<file path="config.mk">
export PLATFORM = sky130hd
export DESIGN_NAME = fofb_readout_sequencer
export DESIGN_NICKNAME = d
export VERILOG_FILES = /design/src/rtl/fofb_seq_pkg.sv /design/src/rtl/fofb_seq_delay.sv /design/src/rtl/fofb_readout_sequencer.sv
export SDC_FILE = /design/constraint.sdc
export NUM_CORES = 1
export LEC_CHECK = 0
export ABC_AREA = 0
export BUFFER_PORTS_ARGS = -buffer_cell sky130_fd_sc_hd__buf_2
export CAP_MARGIN = 20
export CORE_ASPECT_RATIO = 1.2
export CORE_UTILIZATION = 53
export DETAILED_ROUTE_END_ITERATION = 7
export PLACE_DENSITY = 0.95
export SLEW_MARGIN = 15
export SYNTH_ARGS = -nofsm -noshare
export SYNTH_HDL_FRONTEND = slang
export SYNTH_HIERARCHICAL = 1
export SYNTH_SLANG_ARGS = --single-unit
</file>
<file path="constraint.sdc">
create_clock -name sysClk -period 3.8 [get_ports sysClk]
set_input_delay 0.57 -clock sysClk [delete_from_list [all_inputs] [get_ports sysClk]]
set_output_delay 0.57 -clock sysClk [all_outputs]
set_load 0.02 [all_outputs]
</file>
<file path="src/rtl/fofb_seq_pkg.sv">
// fofb_seq_pkg: shared state encoding, GPIO_OUT field positions and status field offsets
package fofb_seq_pkg;

    localparam logic [1:0] S_IDLE  = 2'd0;
    localparam logic [1:0] S_WAIT  = 2'd1;
    localparam logic [1:0] S_SWEEP = 2'd2;
    localparam logic [1:0] S_DRAIN = 2'd3;

    localparam int GPIO_BPM_LSB   = 0;
    localparam int GPIO_FORCE_BIT = 31;

    localparam int ST_ACTIVE_BIT = 0;
    localparam int ST_STALE_BIT  = 1;
    localparam int ST_LAST_LSB   = 8;
    localparam int ST_OVR_LSB    = 24;

    function automatic logic [7:0] sat_inc8(input logic [7:0] v);
        return (&v) ? v : v + 8'd1;
    endfunction

    function automatic logic [15:0] sat_inc16(input logic [15:0] v);
        return (&v) ? v : v + 16'd1;
    endfunction

endpackage

</file>
<file path="src/rtl/fofb_seq_delay.sv">
// fofb_seq_delay: DEPTH-deep pipe for accepted steps (dataValid) and the final-step marker (drain end)
module fofb_seq_delay #(
    parameter int DEPTH = 1
) (
    input  logic clk_i,
    input  logic rst_n_i,
    input  logic step_i,
    input  logic last_i,
    input  logic flush_i,
    output logic data_valid_o,
    output logic drain_done_o
);

    logic [DEPTH-1:0] step_q;
    logic [DEPTH-1:0] last_q;

    // Shift accepted steps and the last-step marker; an abort drops only the marker
    always_ff @(posedge clk_i) begin
        if (!rst_n_i) begin
            step_q <= '0;
            last_q <= '0;
        end else begin
            step_q <= (step_q << 1) | DEPTH'(step_i);
            last_q <= flush_i ? '0 : ((last_q << 1) | DEPTH'(last_i));
        end
    end

    assign data_valid_o = step_q[DEPTH-1];
    assign drain_done_o = last_q[DEPTH-1];

endmodule

</file>
<file path="src/rtl/fofb_readout_sequencer.sv">
// fofb_readout_sequencer: per-FA-tick BPM readout address sweep; stats counters need FOFB_SEQ_STATS_EN
module fofb_readout_sequencer
    import fofb_seq_pkg::*;
#(
    parameter int FOFB_INDEX_WIDTH = 9,
    parameter int READ_LATENCY     = 1
) (
    input  logic                        sysClk,
    input  logic                        sysResetN,
    input  logic                        FAstrobe,
    input  logic                        readoutValid,
    input  logic                        readTimeout,
    input  logic                        csrStrobe,
    input  logic [31:0]                 GPIO_OUT,
    input  logic                        dspReady,
    output logic [FOFB_INDEX_WIDTH-1:0] readoutAddress,
    output logic                        addressValid,
    output logic                        dataValid,
    output logic                        sweepActive,
    output logic                        sweepDone,
    output logic                        staleSweep,
    output logic [31:0]                 status
);

    localparam int W = FOFB_INDEX_WIDTH;
    localparam logic [W-1:0] ONE = 1;

    logic [1:0]   state_q, state_d;
    logic [W-1:0] addr_q, addr_d;
    logic [W-1:0] bpm_q, bpm_d, pend_bpm_q, pend_bpm_d;
    logic         force_q, force_d, pend_force_q, pend_force_d;
    logic         stale_q, stale_d, done_q, done_d;
    logic         abort, enter_wait, last_step, drain_done;
    logic [7:0]   ovr;
    logic [15:0]  last_cyc;
    logic         gpio_unused;

    assign gpio_unused = ^GPIO_OUT[GPIO_FORCE_BIT-1:W];

    assign abort     = FAstrobe && state_q != S_IDLE;
    assign last_step = addressValid && dspReady && !abort && addr_q == bpm_q - ONE;

    // Sequencer FSM: a new FA tick outside IDLE aborts straight back to WAIT
    always_comb begin
        state_d    = state_q;
        addr_d     = addr_q;
        stale_d    = stale_q;
        done_d     = 1'b0;
        enter_wait = 1'b0;
        if (abort) begin
            state_d    = S_WAIT;
            addr_d     = '0;
            enter_wait = 1'b1;
        end else begin
            case (state_q)
                S_IDLE: begin
                    if (FAstrobe && pend_bpm_q != '0) begin
                        state_d    = S_WAIT;
                        enter_wait = 1'b1;
                    end
                end
                S_WAIT: begin
                    if (bpm_q == '0) begin
                        state_d = S_IDLE;
                    end else if (force_q || readoutValid || readTimeout) begin
                        state_d = S_SWEEP;
                        addr_d  = '0;
                        stale_d = force_q || !readoutValid;
                    end
                end
                S_SWEEP: begin
                    if (dspReady) begin
                        state_d = (addr_q == bpm_q - ONE) ? S_DRAIN : S_SWEEP;
                        addr_d  = (addr_q == bpm_q - ONE) ? addr_q : addr_q + ONE;
                    end
                end
                S_DRAIN: begin
                    if (drain_done) begin
                        state_d = S_IDLE;
                        addr_d  = '0;
                        done_d  = 1'b1;
                    end
                end
                default: state_d = S_IDLE;
            endcase
        end
    end

    // CSR writes land in a shadow; the running sweep only sees them at the next WAIT entry
    always_comb begin
        pend_bpm_d   = csrStrobe ? GPIO_OUT[GPIO_BPM_LSB +: W] : pend_bpm_q;
        pend_force_d = csrStrobe ? GPIO_OUT[GPIO_FORCE_BIT] : pend_force_q;
        bpm_d        = enter_wait ? pend_bpm_q : bpm_q;
        force_d      = enter_wait ? pend_force_q : force_q;
    end

    // State, address and configuration registers
    always_ff @(posedge sysClk) begin
        if (!sysResetN) begin
            state_q      <= S_IDLE;
            addr_q       <= '0;
            bpm_q        <= '0;
            pend_bpm_q   <= '0;
            force_q      <= 1'b0;
            pend_force_q <= 1'b0;
            stale_q      <= 1'b0;
            done_q       <= 1'b0;
        end else begin
            state_q      <= state_d;
            addr_q       <= addr_d;
            bpm_q        <= bpm_d;
            pend_bpm_q   <= pend_bpm_d;
            force_q      <= force_d;
            pend_force_q <= pend_force_d;
            stale_q      <= stale_d;
            done_q       <= done_d;
        end
    end

    fofb_seq_delay #(
        .DEPTH(READ_LATENCY)
    ) u_delay (
        .clk_i       (sysClk),
        .rst_n_i     (sysResetN),
        .step_i      (addressValid && dspReady),
        .last_i      (last_step),
        .flush_i     (abort),
        .data_valid_o(dataValid),
        .drain_done_o(drain_done)
    );

`ifdef FOFB_SEQ_STATS_EN
    logic [7:0]  ovr_q;
    logic [15:0] cyc_q, last_cyc_q;

    // Overrun count and sweep duration; the duration is latched only on a completed sweep
    always_ff @(posedge sysClk) begin
        if (!sysResetN) begin
            ovr_q      <= '0;
            cyc_q      <= '0;
            last_cyc_q <= '0;
        end else begin
            ovr_q      <= abort ? sat_inc8(ovr_q) : ovr_q;
            cyc_q      <= sweepActive ? sat_inc16(cyc_q) : '0;
            last_cyc_q <= done_d ? sat_inc16(cyc_q) : last_cyc_q;
        end
    end

    assign ovr      = ovr_q;
    assign last_cyc = last_cyc_q;
`else
    assign ovr      = '0;
    assign last_cyc = '0;
`endif

    assign readoutAddress = addr_q;
    assign addressValid   = state_q == S_SWEEP;
    assign sweepActive    = state_q == S_SWEEP || state_q == S_DRAIN;
    assign sweepDone      = done_q;
    assign staleSweep     = stale_q;

    // Pack the status word from the field offsets
    always_comb begin
        status                     = '0;
        status[ST_ACTIVE_BIT]      = sweepActive;
        status[ST_STALE_BIT]       = staleSweep;
        status[ST_LAST_LSB +: 16]  = last_cyc;
        status[ST_OVR_LSB +: 8]    = ovr;
    end

endmodule

</file>
Word-level counts from Yosys, hierarchy flattened
Index checks and enable logic that the tools add are counted.
{ "word_totals": {"out_inout_bits": 46, "in_bits": 39, "reg_bits": 35, "wordCells": 72} }
{ "op_classes": {"n_addsub": 2, "n_mux": 18, "n_eq_ne": 15, "reduce_logical": 22, "bitwise_logic": 4} }
{ "ops": {"columns": ["op", "n"], "rows": [
  ["$mux 9", 5],
  ["$pmux 9 s3", 1],
  ["$reduce_and 4->1", 3],
  ["$mux 2", 5],
  ["$ne 2x2->1 const B", 5],
  ["$add 9x1->9 const B", 1],
  ["$eq 9x9->1", 1],
  ["$logic_not 9->1", 1],
  ["$reduce_bool 9->1", 1],
  ["$sub 9x1->9 const B", 1],
  ["$pmux 2 s4", 1],
  ["$mux 1", 6],
  ["$ne 3x2->1 const B", 2],
  ["$ne 3x3->1 const B", 2],
  ["$reduce_and 6->1", 1],
  ["$logic_and 1x1->1", 5],
  ["$eq 2x2->1 const B", 2],
  ["$logic_or 1x1->1", 4],
  ["$ne 4x4->1 const B", 1],
  ["$not 1->1", 4],
  ["$reduce_bool 3->1", 1],
  ["$reduce_or 3->1", 1],
  ["$eq 2x1->1 const B", 1],
  ["$logic_not 1->1", 2],
  ["other kinds (4)", 4]
]} }

Longest topological paths before layout
Gate-level depths: netlist of the first run.
{ "logic_depth": {"depth_word": 6, "mapped_depth": 10} }

Cells and area by module
The synthesis of the first run kept the hierarchy.
{ "modules_own_cells": {"columns": ["module", "area_each_um2", "cells_each", "n_inst", "seq_area_each_um2"], "rows": [
  ["fofb_readout_sequencer", 2148.3, 253, 1, 660.6],
  ["fofb_seq_delay", 55.1, 4, 1, 40.0]
]} }

Worst setup path before layout of the first run
OpenSTA, ideal clock, no wires.
{ "synth_timing": {"path_kind": "register to register", "start": "register bpm_q[0]", "end": "register addr_q[8] (netlist: readoutAddress[8])", "period_less_slack_ps": 2298, "stages_incl_launch_ff": 10, "n_path_buf": 0, "t_arrival_ps": 2179, "path_slack_ps": 1502, "path_cell_list": "dfxtp_1 inv_1 ha_1 nor2b_1 a311oi_1 o32a_1 nand2_1 nor3_1 nand4_1 mux2i_1"} }
{ "synth_between": {"elab_chain_cells": 4} }
{ "synth_rtl": {"columns": ["item", "line", "source"], "rows": [
  ["from (decl)", "fofb_readout_sequencer.sv:30", "logic [W-1:0] bpm_q, bpm_d, pend_bpm_q, pend_bpm_d;"],
  ["from (signal assigned)", "fofb_readout_sequencer.sv:111", "bpm_q <= bpm_d;"],
  ["$sub 9x1->9", "fofb_readout_sequencer.sv:74", "addr_d = (addr_q == bpm_q - ONE) ? addr_q : addr_q + ONE;"],
  ["$eq 9x9->1", "fofb_readout_sequencer.sv:74", null],
  ["$ne 2x2->1 (no source line)", null, null],
  ["$reduce_and 6->1 (no source line) (*)", null, null],
  ["to (signal assigned)", "fofb_readout_sequencer.sv:110", "addr_q <= addr_d;"],
  ["to (decl)", "fofb_readout_sequencer.sv:29", "logic [W-1:0] addr_q, addr_d;"]
]} }
Every way passes the cells marked *; elsewhere a longest branch is shown, timed or not.
A chain may end at the register's enable or synchronous reset.

Final worst setup path of the first run
Same ends and word-level chain as after synthesis.

==> implementation parameters, run 1 <==
Parameter                              Value

Status
  Status    complete, no violations

Yosys
  Synthesized instance count    257
  Share of the synthesized area in the top cell type    31.80%
  Post-synthesis instance area    between 2000 and 2500 um2
  Synth async-reset ratio    0%
  Share of the yosys chip area belonging to registers    31.80%
  Cell type contributing the most total cell area after synthesis    dfxtp_1
  EDFF count, synth    0
  Syn_area_per_cell    8.573 um2
  Count of yosys warnings during synthesis    6
  Cell variety after synth    51
  Flip-flop and latch count after synthesis    35
  Dominant synthesized flop cell    dfxtp_1
  Cell types occupying the most area after synthesis    dfxtp_1 32%, mux2i_1 11%, buf_4 11%

Global routing
  Number of antenna violations at the first check in global routing    0
  Largest net degree at the start of global routing    27
  Global-route wire length before repair    7031 um
  Met3 routing resource usage after global routing    4.433%
  Met2 global-route usage    between 30% and 40%
  Aggregate global routing overflow    0
  GR met1 Demand/Resource    23.81%
  Most crowded layer after global routing    met2
  Number of global-route vias before repair    1621
  Total GRT Usage    20.99%

Layout
  Register area    700.7 um2
  Leading cell type in the layout, fill and taps excluded    dfxtp_1
  Most frequent cells in the layout    35 x dfxtp_1, 32 x buf_2, 30 x conb_1, 24 x mux2i_1
  Number of nets in the layout    322
  Synth-to-layout area growth    6.814%
  Fraction of layout cells with a size suffix above 1    17.02%
  Diodes inserted    0
  Fillcell total    ~360
  Total area of multi-input combinational cells    1279 um2

Timing
  Final number of max-transition violations    0
  Final TNS setup    0 ps
  Unrepaired setup endpoints after global routing    no
  Total setup violations reported at the end of the flow    0
  Part of the cycle the worst path needs    74.28%
  Slew headroom    between 60% and 70%
  Number of hold-slack violations in the final timing report    0
  Achievable frequency    around 350 MHz
  Final-layout worst hold slack    499.7 ps
  Setup slack of the critical path after layout    977.2 ps
  Post-route minimum period    2823 ps
  Clock Skew    3.111 ps
  Transition at the pin with the smallest max-transition slack    584.1 ps

CTS
  Clk root buf    clkbuf_8
  H-Tree Level Count    2
  Clock-pin slew reported for the worst setup and hold paths after clock tree synthesis    70 ps
  Insertion delay to the later sink of the worst-skew pair    slightly below 300 ps
  Number of buffers on the longest clock path    2
  Clock tree sinks    35
  Post-CTS Setup Repair Bufs    0
  Resize count post-CTS    0
  Hold-fix buffers, CTS    0
  Number of CTS-inserted buffers    5
  CTS tree    done

Power
  Combinational share of power    21.2%
  Peak ir drop on the vdd network    between 0.2 and 0.3 mV
  Overall power after layout    940.7 uW
  Switching part of the total power    30.25%
  Switching pwr    about 280 uW
  Proportion of power drawn by flip-flops and latches    43.0%
  Leakage    0.001087 uW
  Int Power    ~660 uW
  Cell Pwr Density    399.7 nW/um2
  Proportion of power drawn by the clock network    35.8%

Min path
  Beginning of the worst hold path    u_delay/drain_done_o
  Hold path cells    2
  Class of the tightest hold or removal check    reg2reg
  Sink of the worst hold path    sweepDone

Floorplan
  Initial Util    a little under three fifths
  Height of the chip    72.63 um
  Horiz. Die Dim    a little over 60 um
  Core Box Area    ~4000 um2
  Die area    4420 um2
  Number of top-level pins    85
  Number of core rows    25

Worst setup path
  Crit path required time    approximately 4000 ps
  Series of cell instances along the critical path    inv_1 -> ha_1 -> nor2b_1 -> a311oi_1 -> o32a_1 -> nand2_1 -> nor3_1 -> nand4_1 -> mux2i_1
  Data arrival, critical path    around 3000 ps
  RR Endpoint    readoutAddress[8]
  R2R cell count    9
  Launching point of the worst reg2reg path    bpm_q[0]
  Worst path top cell family by delay    compound AO/OA/AOI/OAI gates
  Maximum fanout count along the critical path    7
  Worst path slowest cell    a311oi_1
  Worst Setup End Kind    register
  Worst Path Class, Setup    reg2reg
  Maximum single-stage delay on the critical path    570 ps
  Critical path startpoint category    register
  Register-to-register setup slack    980 ps
  Worst Path Buf+Inv    1

Route
  Via density    5.327
  First drt pass iteration count    4
  Average routed wire per standard cell    12.59 um
  Via total after detailed routing    1790
  DRC violations left    0
  Initial drt markers    94
  Antenna Nets Post-Route    0
  Routed wire length    between 4000 and 5000 um

Place
  Sum of net half-perimeters after detailed placement    3168 um
  Minimum setup slack after placement    1015 ps
  Count of buffers inserted at the top-level ports    32
  Last weighted congestion value of the routability-driven placer    between 0.8 and 0.9

Flow run
  Max-cap viol count    0
==> power by group through the flow <==
stage	sequential, uW	clock [uW]	combinational [uW]
4_1_cts	404	339	196
3_3_place_gp	411	0	188
3_5_place_dp	412	0	195
2_1_floorplan	402	0	200
6_report	405	337	199
5_1_grt	408	353	221
==> worst max-delay path by stage <==
stage / end / depth (start not counted) / from / slack, ps
after floorplan: readoutAddress[8] / 9 / bpm_q[0] / 1500
after global placement: readoutAddress[8] / 9 / bpm_q[0] / 1070
after detailed placement: readoutAddress[8] / 9 / bpm_q[0] / 1020
after CTS: readoutAddress[8] / 9 / bpm_q[0] / 950
after global routing: readoutAddress[8] / 9 / bpm_q[0] / 720
final: readoutAddress[8] / 9 / bpm_q[0] / 980
==> worst reg2reg max path: cells and delay by family (launching register included) <==
family,cells,cell delay [ps]
flops,1,440
fa+ha+maj,1,250
mux,1,150
compound gates,2,980
simple gates,4,810
buf+inv,1,90
==> final cells by class <==
class,instances,area share (%)
clock buffer,5,2.924
clock inverter,3,1.861
inverter,7,1.116
multi-input combinational,199,54.33
sequential,35,29.77
tap,54,2.871
timing repair buffer,33,7.124
==> logic make-up after synthesis <==
group	Yosys count	synth area share [%]
AO/OA/AOI/OAI	29	9.825
XOR/XNOR	8	3.180
adder cells (fa/ha/maj)	2	1.136
buffers and inverters	52	15.11
flip-flops	35	31.80
multiplexers	24	10.90
other	1	0.1702
AND/OR/NAND/NOR	106	27.88
==> registers in the layout (all words and copies together) (netlist names), named ones only <==
register              cells
bpm_q                     9
readoutAddress            9
state_q                   1
pend_force_q              1
u_delay/data_valid_o      1
u_delay/drain_done_o      1
pend_bpm_q                9
force_q                   1
sweepDone                 1
staleSweep                1
==> stage by stage <==
stage / std cells / area, um2 / util, %
global route: 336 / 2354 / 59.24
global placement: 327 / 2233 / 56.22
finish: 336 / 2354 / 59.24
detailed placement: 327 / 2233 / 56.22
floorplan: 286 / 2312 / -
CTS: 335 / 2346 / 59.06
==> layer usage <==
| layer | vias to the layer above | routed length, um |
|---|---|---|
| met5 | - | 0 |
| met4 | 0 | 116 |
| met3 | 15 | 232 |
| met2 | 75 | 2220 |
| met1 | 824 | 1659 |
| li1 | 876 | - |
==> synth_stat cells (all sizes together) (2+ instances only) <==
master and instances:
a21oi 5, a311oi 2, a31oi 3, and2 5
buf 37, clkbuf 8, dfxtp 35, ha 2
inv 7, mux2i 24, nand2 22, nand2b 10
nand3 5, nand3b 2, nand4 5, nand4b 2
nor2 9, nor2b 22, nor3 7, nor3b 6
nor4 3, o21ai 3, o22ai 2, o31ai 2
or2 2, or3 2, or4 2, xnor2 3
xor2 5
Power figures use the tool's default switching activity.
==> run 2: changes to the inputs <==
Settings changed: ABC_AREA 0 to 1, CORE_UTILIZATION 53 to 49, PLACE_DENSITY 0.95 to 0.9.
Clock period 3.8 ns to 2.7 ns, I/O delays scaled along.
==> run 2 against run 1 <==
Combinational power grew to 2.7 times the previous value; sequential cell count did not move; via count rose by 15%; clock skew is 9.5 ps higher; synthesized cell count rose by 33%; sequential power is 51% higher; critical endpoint is now state_q[0]; largest cell class unchanged; first-iteration DRC count is 16% lower; count of clock-buffer cells in the layout grew 1; design area rose by 1.6%; sequential share of layout area shrank 0.48 points.
==> implementation parameters, run 2 <==
Parameter                              Value

Min path
  Class of the tightest hold or removal check    in2reg
  Hold path cells    3

Timing
  Final-layout worst hold slack    338.3 ps
  Clock Skew    12.64 ps
  Number of hold-slack violations in the final timing report    0
  Total setup violations reported at the end of the flow    0
  Part of the cycle the worst path needs    roughly 75%
  Post-route minimum period    2026 ps
  Achievable frequency    ~490 MHz
  Final TNS setup    0 ps
  Unrepaired setup endpoints after global routing    no
  Final number of max-transition violations    0

Route
  Routed wire length    4353 um
  Average routed wire per standard cell    about 10 um
  Via density    4.872
  Via total after detailed routing    approximately 2100
  Initial drt markers    79
  First drt pass iteration count    4
  DRC violations left    0
  Antenna Nets Post-Route    0

Layout
  Final standard cell area without fillers    2392 um2
  Most frequent cells in the layout    62 x nand2_1, 56 x nor2_1, 35 x dfxtp_1, 32 x buf_2, 31 x inv_1
  Final core occ    54.88%
  Synth-to-layout area growth    5.577%
  Fillcell total    445
  Diodes inserted    0
  Leading cell type in the layout, fill and taps excluded    nand2_1
  Fraction of layout cells with a size suffix above 1    15.80%
  Number of nets in the layout    408

Worst setup path
  Termination of the worst setup path    state_q[0]
  R2R cell count    15
  Worst Setup End Kind    register
  Launching instance or port of the critical path    bpm_q[0]
  Critical path startpoint category    register
  Worst Path Class, Setup    reg2reg
  RR Endpoint    state_q[0]
  Maximum fanout count along the critical path    11
  Register-to-register setup slack    670 ps
  Launching point of the worst reg2reg path    bpm_q[0]
  Data arrival, critical path    2260 ps
  Crit path required time    slightly below 3000 ps

Yosys
  Post-synthesis adder-cell area fraction    1.104%
  Post-synthesis instance area    2266 um2
  Fraction of the mapped netlist area in simple logic gates    roughly 33%
  List of most frequent post-synthesis cells    62 x nand2_1, 56 x nor2_1, 35 x dfxtp_1
  Dominant synthesized flop cell    dfxtp_1
  EDFF count, synth    0
  Share of the synthesized area in the top cell type    30.92%
  Post-synthesis mux area share    0%
  Share of the yosys chip area belonging to registers    between 30% and 40%
  Parity-gate share of the synthesized area counting xor and xnor cells    around 4.3%
  Dominant cell by count in the synthesized netlist    nand2_1
  Flip-flop and latch count after synthesis    35
  Synth async-reset ratio    0%
  Cell type contributing the most total cell area after synthesis    dfxtp_1
  Combinational family with the most area after synthesis    simple AND/OR/NAND/NOR gates
  Fraction of the mapped netlist area in compound gates    10.66%
  Syn_area_per_cell    6.645 um2
  Synthesized instance count    around 340
  Cell types occupying the most area after synthesis    dfxtp_1 31%, buf_4 11%, nand2_1 10%
  Cell variety after synth    35
  Count of yosys warnings during synthesis    6

Floorplan
  Height of the chip    76.49 um
  Number of top-level pins    85
  Die area    4901 um2
  Horiz. Die Dim    64.08 um
  Core Box Area    4359 um2
  Number of core rows    26
  Initial Util    51.98%

Place
  Count of buffers inserted at the top-level ports    32
  Last weighted congestion value of the routability-driven placer    approximately 0.88
  Area after detailed placement    2305 um2
  Sum of net half-perimeters after detailed placement    3382 um

Power
  Proportion of power drawn by the clock network    ~25%
  Switching pwr    601.7 uW
  Peak ir drop on the vdd network    0.4402 mV
  Leakage    0.001144 uW
  Int Power    between 900 and 1000 uW
  Switching part of the total power    39.33%
  Combinational share of power    about a third
  Cell Pwr Density    639.4 nW/um2
  Overall power after layout    roughly 1500 uW
  Proportion of power drawn by flip-flops and latches    40.0%

CTS
  Insertion delay to the later sink of the worst-skew pair    290 ps
  H-Tree Level Count    2
  Clock-pin slew reported for the worst setup and hold paths after clock tree synthesis    80 ps
  Number of buffers on the longest clock path    2
  Clock tree sinks    35
  Resize count post-CTS    0
  Clk root buf    clkbuf_8
  Post-CTS Setup Repair Bufs    0
  Hold-fix buffers, CTS    0
  CTS tree    done
  Number of CTS-inserted buffers    5

Global routing
  Aggregate global routing overflow    0
  Number of antenna violations at the first check in global routing    0
  Global-route wire length before repair    slightly above 7000 um
  Number of global-route vias before repair    1797
  Largest net degree at the start of global routing    24
  Total GRT Usage    18.41%

Flow run
  Max-cap viol count    0

Status
  Status    complete, no violations
==> run 2: area by class of cell <==
cell class	instances	area [um2]	area share [%]
well taps	56	70.07	2.929
clock inverters	1	5.005	0.2092
clock buffers	6	82.58	3.452
repair buffers	32	160.2	6.695
inverters	38	147.6	6.172
multi-input cells	255	1226	51.26
flip-flops and latches	35	700.7	29.29
==> run 2: worst min-delay path by stage <==
stage / startpoint / end
after global placement: u_delay/drain_done_o / sweepDone
after CTS: GPIO_OUT[0] / pend_bpm_q[0]
after floorplan: u_delay/drain_done_o / sweepDone
after global routing: GPIO_OUT[4] / pend_bpm_q[4]
after detailed placement: u_delay/drain_done_o / sweepDone
final: GPIO_OUT[0] / pend_bpm_q[0]
==> run 2: power by group through the flow <==
| stage | clock, uW | sequential, uW | combinational, uW |
|---|---|---|---|
| 3_3_place_gp | 0 | 621 | 510 |
| 5_1_grt | 406 | 619 | 602 |
| 6_report | 382 | 612 | 535 |
| 4_1_cts | 389 | 612 | 535 |
| 3_5_place_dp | 0 | 624 | 532 |
| 2_1_floorplan | 0 | 627 | 457 |
==> run 2: per-stage QoR <==
stage	setup slack, ps	std cells
floorplan	1039	370
global placement	801.7	416
detailed placement	713.1	416
CTS	670.1	423
global route	472.4	423
finish	674.1	423
==> run 2: per-layer routing <==
metal / track usage [%] / share of wire, % / vias to the layer above
met5: 0 / 0 / -
met4: 7.500 / 0.83 / 0
met3: 4.341 / 6.0 / 4
met2: 33.40 / 52 / 76
met1: 19.98 / 41 / 908
li1: - / - / 1073
==> run 2: critical path, stage by stage (launching register included) <==
cell     delay, ps
dfxtp_1        320
inv_2          120
ha_1           220
inv_1           50
nand2_1         70
nand2_1         70
nand2_1         70
nand2_1         60
inv_2           50
nand2_1         60
nor2_2          90
nand4_2        310
and2_2         310
nand2_1         60
nand2_1         50
inv_1           50
==> run 2: logic make-up (layout without fill, tap and decap cells) <==
family | count (synthesis) | count (layout)
compound gates | 46 | 46
xor+xnor | 11 | 11
fa+ha+maj | 2 | 2
buf+inv | 80 | 77
flops | 35 | 35
other cells | 1 | 30
simple gates | 166 | 166
==> run 3: changes to the inputs <==
Settings changed: ABC_AREA 1 to 0.
Clock period 2.7 ns to 2.1 ns, I/O delays scaled along.
==> run 3 against run 2 <==
Sequential power grew 19%; critical endpoint is now readoutAddress[4]; combinational power is essentially flat; total power grew 15%; highest routed layer unchanged; sequential cell count is the same; clock skew shrank 7.1 ps; first-iteration DRC count shrank 3.8%; routed wire length grew 10%; hold slack lost 56 ps; critical path type unchanged; the flow now finishes with violations (negative setup slack); non-clock buffer count grew 33; clock power grew 30%; die area shrank 2.7%; register-to-register slack lost 790 ps.
==> implementation parameters, run 3 (synthesis gave the netlist of run 1 again) <==
Parameter                              Value

Min path
  Class of the tightest hold or removal check    in2reg
  Beginning of the worst hold path    GPIO_OUT[1]
  Sink of the worst hold path    pend_bpm_q[1]
  Hold path cells    3

Power
  Proportion of power drawn by the clock network    28.2%
  Proportion of power drawn by flip-flops and latches    41.4%
  Cell Pwr Density    636.3 nW/um2
  Peak ir drop on the vdd network    0.4827 mV
  Overall power after layout    1759 uW
  Switching pwr    553.9 uW
  Leakage    0.001290 uW
  Combinational share of power    30.5%
  Switching part of the total power    31.49%
  Int Power    1205 uW

CTS
  Clock tree sinks    35
  Insertion delay to the later sink of the worst-skew pair    290 ps
  Number of buffers on the longest clock path    2
  Clk root buf    clkbuf_8
  Number of CTS-inserted buffers    5
  H-Tree Level Count    2
  Clock-pin slew reported for the worst setup and hold paths after clock tree synthesis    70 ps
  CTS tree    done

Place
  Sum of net half-perimeters after detailed placement    3464 um
  Last weighted congestion value of the routability-driven placer    ~0.89
  Count of buffers inserted at the top-level ports    32

Worst setup path
  Maximum single-stage delay on the critical path    approximately 570 ps
  Worst path slowest cell    or4_4
  Worst Setup End Kind    register
  Maximum fanout count along the critical path    4
  Crit path required time    2280 ps
  Worst Path Buf+Inv    1
  Worst Path Class, Setup    reg2reg
  Series of cell instances along the critical path    or4_4 -> o311ai_4 -> o31ai_2 -> o32ai_2 -> a211o_1 -> buf_4 -> nand4_1 -> mux2i_1
  Launching point of the worst reg2reg path    bpm_q[3]
  Register-to-register setup slack    -120 ps
  Critical path startpoint category    register
  R2R cell count    8
  Data arrival, critical path    2400 ps
  RR Endpoint    readoutAddress[4]
  Worst path top cell family by delay    compound AO/OA/AOI/OAI gates
  Launching instance or port of the critical path    bpm_q[3]

Route
  First drt pass iteration count    6
  Via total after detailed routing    1885
  Average routed wire per standard cell    12.99 um
  Initial drt markers    76
  Antenna Nets Post-Route    0
  Routed wire length    4794 um
  Via density    5.108
  DRC violations left    0

Timing
  Achievable frequency    450.6 MHz
  Post-route minimum period    2219 ps
  Slew headroom    around 64%
  Transition at the pin with the smallest max-transition slack    ~530 ps
  Setup slack of the critical path after layout    -119.0 ps
  Part of the cycle the worst path needs    105.7%
  Total setup violations reported at the end of the flow    10
  Unrepaired setup endpoints after global routing    yes
  Number of hold-slack violations in the final timing report    0
  Final number of max-transition violations    0
  Clock Skew    between 5 and 6 ps
  Final-layout worst hold slack    282.7 ps
  Final TNS setup    -747.3 ps

Global routing
  Number of global-route vias before repair    about 1800
  Number of antenna violations at the first check in global routing    0
  Largest net degree at the start of global routing    27
  Total GRT Usage    20.80%
  Global-route wire length before repair    7762 um
  Aggregate global routing overflow    0

Layout
  Diodes inserted    0
  Most frequent cells in the layout    32 x dfxtp_1, 32 x buf_2, 30 x conb_1, 28 x buf_4, 24 x mux2i_1
  Fraction of layout cells with a size suffix above 1    32.27%
  Fillcell total    about 370
  Number of nets in the layout    354
  Synth-to-layout area growth    25.44%

Status
  Status    finished, violations left
  Violated checks    negative setup slack

Floorplan
  Die area    4770 um2
  Core Box Area    4294 um2
  Height of the chip    around 75 um
  Number of top-level pins    85
  Horiz. Die Dim    63.22 um
  Number of core rows    26
  Initial Util    approximately half

Flow run
  Max-cap viol count    0
-- run 3: cell types whose count changed in the layout (fill, tap and decap cells not counted), moves of 24 or more --
| cell | previous run | this run |
|---|---|---|
| nor2_1 | 56 | 9 |
| buf_4 | 0 | 28 |
| mux2i_1 | 0 | 24 |
| nand2_1 | 62 | 22 |
| inv_1 | 31 | 6 |
-- run 3: worst reg2reg max path, cell delays in order, from the launching register on --
cell,delay [ps]
dfxtp_1,310
or4_4,570
o311ai_4,270
o31ai_2,110
o32ai_2,220
a211o_1,230
buf_4,160
nand4_1,110
mux2i_1,140
-- run 3: how the worst max path moves through the flow --
stage	cells past startpoint	endpoint	slack [ps]
after CTS	8	readoutAddress[4]	-110
after global routing	7	readoutAddress[5]	-220
after global placement	8	readoutAddress[8]	-120
final	8	readoutAddress[4]	-120
after floorplan	9	readoutAddress[5]	-70
after detailed placement	10	readoutAddress[7]	-100
-- run 3: power groups by stage --
stage / clock (uW) / combinational (uW) / sequential, uW
2_1_floorplan: 0 / 368 / 727
6_report: 495 / 536 / 728
3_3_place_gp: 0 / 439 / 736
3_5_place_dp: 0 / 449 / 738
5_1_grt: 538 / 579 / 732
4_1_cts: 509 / 486 / 724
-- run 3: through the flow --
step                      util (%)  std cells  setup slack [ps]  instance area (um2)
final                        64.36        369            -119.0                 2764
after detailed placement     57.69        359            -96.86                 2477
after floorplan                  -        286            -69.58                 2328
after global placement       57.69        359            -122.6                 2477
after CTS                    61.54        368            -111.8                 2643
after global routing         64.36        369            -220.4                 2764
-- run 3: area by class of cell --
class | instances | area, um2 | area share [%]
Multi-Input combinational cell | 199 | 1453 | 52.56
Sequential cell | 35 | 704.4 | 25.49
Timing Repair Buffer | 65 | 422.9 | 15.30
Clock buffer | 6 | 82.58 | 2.988
Tap cell | 56 | 70.07 | 2.535
Inverter | 7 | 26.28 | 0.9507
Clock inverter | 1 | 5.005 | 0.1811
-- run 3: routing by layer --
| layer | up-vias | part of all wire, % | GRT usage, % |
|---|---|---|---|
| met1 | 882 | 41 | 22.66 |
| met5 | - | 0 | 0 |
| li1 | 937 | - | - |
| met3 | 9 | 4.3 | 4.341 |
| met2 | 57 | 53 | 38.95 |
| met4 | 0 | 1.9 | 10.10 |
-- run 3: repair_timing --
item | 4_1_cts | 5_1_grt
hold buffers | 0 | 0
hold endpoints to repair | 0 | 0
setup buffers | 1 | 1
pin swaps | 1 | 3
endpoints found under the setup margin | 10 | 11
gates cloned | 1 | 0
gates resized for setup | 16 | 20
